===== src/rtl/variable_pkg.sv =====
// Shared types for the role arbiter: FSM state encoding and named role indices.
package variable_pkg;

  typedef enum logic [1:0] {
    SELECT  = 2'd0,
    CLAIMED = 2'd1,
    CONFIRM = 2'd2,
    LOCKED  = 2'd3
  } state_e;

  localparam int PLAYER_1 = 0;
  localparam int PLAYER_2 = 1;

endpackage


===== src/rtl/role_arbiter.sv =====
// Two-board role arbiter: claim a role locally, wait for the remote board to
// hold a different role for a stable window, then lock. Same-role conflicts
// are resolved by the IS_MASTER side keeping its claim.
module role_arbiter
  import variable_pkg::*;
#(
  parameter int NUM_ROLES      = 2,
  parameter int IS_MASTER      = 0,
  parameter int CONFIRM_CYCLES = 1024,
  localparam int ROLE_W        = (NUM_ROLES > 2) ? $clog2(NUM_ROLES) : 1
) (
  input  logic                 clk60MHz,
  input  logic                 rst,
  input  logic [NUM_ROLES-1:0] role_choose,
  input  logic                 release_req,
  input  logic [NUM_ROLES-1:0] remote_claim,
  output logic [NUM_ROLES-1:0] local_claim,
  output logic [NUM_ROLES-1:0] role_led,
  output logic [ROLE_W-1:0]    current_role,
  output logic                 role_valid,
  output logic                 locked
);

  localparam int CNT_W = $clog2(CONFIRM_CYCLES) + 1;

  state_e               state_q;
  logic [NUM_ROLES-1:0] claim_q;
  logic [ROLE_W-1:0]    role_q;
  logic                 valid_q;
  logic                 locked_q;
  logic [CNT_W-1:0]     cnt_q;

  // Roles we may take: pressed, not held remotely, not already ours.
  // In SELECT claim_q is zero, so the same vector serves the initial claim.
  logic [NUM_ROLES-1:0] avail;
  logic [ROLE_W-1:0]    pick_idx;
  logic                 pick_any;
  logic                 conflict;
  logic                 remote_none;

  assign avail       = role_choose & ~remote_claim & ~claim_q;
  assign pick_any    = |avail;
  assign conflict    = (|claim_q) && (remote_claim == claim_q);
  assign remote_none = (remote_claim == '0);

  // Lowest-set-bit encoder over the available roles.
  always_comb begin
    pick_idx = '0;
    for (int i = NUM_ROLES - 1; i >= 0; i--) begin
      if (avail[i]) pick_idx = ROLE_W'(i);
    end
  end

  // Arbiter FSM. The confirm counter runs up to CONFIRM_CYCLES, so the lock
  // lands exactly CONFIRM_CYCLES+1 cycles after CONFIRM is entered and the
  // counter never needs to wrap.
  always_ff @(posedge clk60MHz) begin
    if (rst) begin
      state_q  <= SELECT;
      claim_q  <= '0;
      role_q   <= '0;
      valid_q  <= 1'b0;
      locked_q <= 1'b0;
      cnt_q    <= '0;
    end else if (release_req) begin
      state_q  <= SELECT;
      claim_q  <= '0;
      valid_q  <= 1'b0;
      locked_q <= 1'b0;
      cnt_q    <= '0;
    end else begin
      case (state_q)
        SELECT: begin
          if (pick_any) begin
            claim_q <= NUM_ROLES'(1) << pick_idx;
            role_q  <= pick_idx;
            valid_q <= 1'b1;
            state_q <= CLAIMED;
          end
        end
        CLAIMED: begin
          if (conflict) begin
            if (IS_MASTER == 0) begin
              claim_q <= '0;
              valid_q <= 1'b0;
              state_q <= SELECT;
            end
          end else if (pick_any) begin
            claim_q <= NUM_ROLES'(1) << pick_idx;
            role_q  <= pick_idx;
          end else if (!remote_none) begin
            cnt_q   <= '0;
            state_q <= CONFIRM;
          end
        end
        CONFIRM: begin
          if (conflict) begin
            cnt_q <= '0;
            if (IS_MASTER != 0) begin
              state_q <= CLAIMED;
            end else begin
              claim_q <= '0;
              valid_q <= 1'b0;
              state_q <= SELECT;
            end
          end else if (remote_none) begin
            cnt_q   <= '0;
            state_q <= CLAIMED;
          end else if (cnt_q == CNT_W'(CONFIRM_CYCLES)) begin
            locked_q <= 1'b1;
            state_q  <= LOCKED;
          end else begin
            cnt_q <= cnt_q + 1'b1;
          end
        end
        LOCKED: begin
          state_q <= LOCKED;
        end
        default: state_q <= SELECT;
      endcase
    end
  end

  assign local_claim  = claim_q;
  assign role_led     = claim_q;
  assign current_role = role_q;
  assign role_valid   = valid_q;
  assign locked       = locked_q;

endmodule

===== config.mk =====
export PLATFORM = sky130hd
export DESIGN_NAME = role_arbiter
export DESIGN_NICKNAME = d
export VERILOG_FILES = /design/src/rtl/variable_pkg.sv /design/src/rtl/role_arbiter.sv
export SDC_FILE = /design/constraint.sdc
export NUM_CORES = 1
export LEC_CHECK = 0
export CAP_MARGIN = 20
export CORE_MARGIN = 5
export CORE_UTILIZATION = 45
export CTS_BUF_LIST = sky130_fd_sc_hd__clkbuf_4 sky130_fd_sc_hd__clkbuf_8 sky130_fd_sc_hd__clkbuf_16
export DETAILED_ROUTE_END_ITERATION = 10
export HOLD_SLACK_MARGIN = 0.03
export PLACE_DENSITY = 0.71
export REMOVE_ABC_BUFFERS = 1
export SETUP_SLACK_MARGIN = 0.4
export SKIP_LAST_GASP = 1
export SLEW_MARGIN = 20
export SYNTH_ARGS = -nofsm -noshare
export SYNTH_HDL_FRONTEND = slang
export SYNTH_SLANG_ARGS = --single-unit

===== constraint.sdc =====
create_clock -name clk60MHz -period 1.6 [get_ports clk60MHz]
set_input_delay 0.32 -clock clk60MHz [delete_from_list [all_inputs] [get_ports clk60MHz]]
set_output_delay 0.32 -clock clk60MHz [all_outputs]
set_load 0.02 [all_outputs]

==> reports/metrics.csv <==
stage;metric;value;unit
layout;Layout area overhead;83.3;%
setup_path;Crit path buffers/inverters;2;
logic_synthesis;XOR/XNOR share of the synthesized area;0.00729;
power;Pwr Total;1100;µW
layout;# nets final;242;
clock_tree;clock latency on the worst-skew pair;0.30;ns
job;max-cap violation count;0;
layout;commonest non-fill, non-tap cell in the layout;buf_4;
setup_path;Critical-path top delay cell;a311o_2;
logic_synthesis;Cell variety after synth;46;
layout;final cell count without fillers;258;
logic_synthesis;top cell type by total area after synthesis;dfxtp_1;
sta;Worst slew margin;0.787;
setup_path;worst-path maximum fanout;5;
logic_synthesis;Post-Synthesis Cells;149;
logic_synthesis;Synth Area in Compound Gates;0.312;
clock_tree;Reg clk slew, reported paths;0.11;ns
run_status;failing checks;negative setup slack;
clock_tree;Hold-fix buffers, CTS;0;
sta;setup_tns;-2.83;ns
floorplanning;Die Y;61.7;µm
floorplanning;num rows;18;
power;sequential share of power;0.419;
setup_path;CP arrival;2.05;ns
power;internal power;776;µW
logic_synthesis;Syn Area/Cell;8.06;µm²
route;Via density;6.67;
logic_synthesis;Synth Flop Type;dfxtp_1;
setup_path;FF-to-FF setup slack;-0.25;ns
route;initial DRC count;221;
route;Antenna Nets Post-Route;0;
clock_tree;clock buffer count from CTS;3;
logic_synthesis;Seq cells post-synth;18;
route;Routed WL;5.81;mm
logic_synthesis;area of the mapped netlist;0.00120;mm²
place;GP Congestion;0.884;
clock_tree;root buf cell;clkbuf_4;
power;Leak;0.000866;µW
route;Vias;1721;
sta;Peak Freq;0.541;GHz
sta;max-slew violation count;0;
sta;Setup Skew;0.00338;ns
place;Placed Instances;235;
power;Comb power frac;0.313;
sta;Final WS setup;-0.247;ns
sta;fin crit period;1.85;ns
logic_synthesis;count of flip-flops with a built-in enable after synthesis;0;
global_route;GRT Total Usage;0.273;
layout;diodes inserted;0;
global_route;initial antenna violation count;0;
global_route;largest net degree at the start of global routing;11;
setup_path;CP Cell Sequence;buf_4 -> a311o_2 -> a2bb2oi_2 -> buf_6 -> a21o_1 -> a32o_1;
min_path;Hold Crit Class;register to register;
floorplanning;Die Footprint;0.00380;mm²
logic_synthesis;Yosys warnings;0;
floorplanning;core area;0.00252;mm²
power;clock share of power;0.267;
place;Final HPWL DP;2.85;mm
setup_path;Critical Path RT;1.80;ns
power;Sw Share;0.297;
logic_synthesis;post-synthesis mux area share;0.00938;
logic_synthesis;largest family of logic cells by synthesized area;compound AO/OA/AOI/OAI gates;
logic_synthesis;synth top area cells;dfxtp_1, a21oi_1, ha_1;
logic_synthesis;post-synthesis adder-cell area fraction;0.0625;
layout;commonest non-fill, non-tap cells in the layout;buf_4, buf_6, dfxtp_1;
logic_synthesis;Synth top area share;0.300;
sta;final hold vios;0;
setup_path;crit path kind;register to register;
logic_synthesis;sequential area share after synthesis;0.300;
layout;share of cells above drive strength 1;0.588;
global_route;grt ovf;0;
global_route;vias in the first global route;1604;
power;VDD IR max;0.000612;V
logic_synthesis;Post-synth ARST share;0;
sta;count of final setup violators;17;
sta;worst slew pin tran;0.318;ns
floorplanning;boundary pin count;14;
floorplanning;Die Width;61.7;µm
run_status;status;finished, violations left;
place;input/output buffers;13;
setup_path;Top Family by Delay on Critical Path;compound AO/OA/AOI/OAI gates;
clock_tree;CTS tree;done;
clock_tree;CTS sink count;18;
setup_path;max incr delay on CP;0.46;ns
setup_path;Critical Path Source Type;register;
route;Wirelength per Cell;22.5;µm
route;DR pass1 iterations;6;
logic_synthesis;Synth Area in Simple Gates;0.251;
global_route;first-pass GRT wire length;7.62;mm
setup_path;crit path capture type;register;
power;NetSw;328;µW
layout;post-layout util;0.873;
sta;RSZ-0062 raised after global routing;yes;
clock_tree;H-Tree Depth;1;
route;DR DRC count;0;
floorplanning;Initial Util;0.476;
power;Power per Cell Area;501;mW/mm²
sta;Tcrit/Tclk final;1.15;
clock_tree;CTS Buffer Depth;2;
==> worst register-to-register path: stages (launching register included) <==
cell	delay [ns]
dfxtp_4	0.39
buf_4	0.16
a311o_2	0.46
a2bb2oi_2	0.20
buf_6	0.14
a21o_1	0.17
a32o_1	0.23
==> logic make-up after synthesis <==
logic type | count (synthesis)
AOI/OAI and AO/OA | 54
and+or+nand+nor | 54
DFF | 18
buffers and inverters | 15
adders and majority gates | 6
xor gates and xnor gates | 1
muxes | 1
==> sequential cells by signal, summed over array words and instances, names as in the netlist <==
signal / count
state_q: 2
role_valid: 1
locked: 1
current_role: 1
cnt_q: 11
local_claim: 2
==> cell usage after synthesis, types with 3 or more instances <==
cell type / instances
dfxtp_1: 18
o21ai_1: 5
a21o_1: 4
nor2_1: 9
or2_2: 3
nand2_1: 11
a21oi_1: 15
nand3_1: 6
nand2b_1: 3
nor4_1: 4
o21a_1: 3
ha_1: 6
nor3b_1: 4
o21ai_0: 5
buf_4: 3
inv_1: 9
a32o_1: 4
==> stage by stage <==
stage | instance area (µm²) | hold WS (ns) | worst slack, ns
final | 2200 | 0.494 | -0.247
after global routing | 2200 | 0.510 | -0.290
after CTS | 1990 | 0.516 | -0.118
after detailed placement | 1700 | 0.491 | -0.735
after global placement | 1700 | 0.460 | -0.648
after floorplan | 1170 | 0.393 | -0.438
==> layout make-up <==
cell class	instances	area [µm²]
clock buffer	4	36.3
fill	109	320
inverter	9	36.3
multi-input combinational	116	1030
sequential	18	374
tap	30	37.5
timing repair buffer	81	692
==> power groups by stage <==
stage	logic, µW	clock network (µW)	registers, µW
3_5_place_dp	207	0	471
3_3_place_gp	201	0	471
5_1_grt	357	320	464
6_report	346	295	463
4_1_cts	259	302	461
2_1_floorplan	83.5	0	480
==> per-layer routing <==
metal / wire length [µm] / track usage / vias to the layer above
met4: 300 / 0.0636 / 0
met2: 2900 / 0.528 / 129
met1: 2140 / 0.290 / 827
met5: 0 / 0 / -
li1: - / - / 716
met3: 469 / 0.0734 / 49
==> repair_timing <==
action | 4_1_cts | 5_1_grt
setup buffers | 13 | 6
endpoints found under the hold margin | 0 | 0
gates resized for setup | 80 | 36
pin swaps | 20 | 21
setup endpoints to repair | 25 | 24
==> path summary, 6_finish.rpt <==
| check | start | endpoint | depth (start not counted) |
|---|---|---|---|
| hold / removal | locked | locked | 2 |
| setup reg to reg | local_claim[0] | cnt_q[6] | 6 |
| hold reg to reg | locked | locked | 2 |
| setup / recovery | local_claim[0] | cnt_q[6] | 6 |
Note: power is estimated with default switching activity, not from simulation.
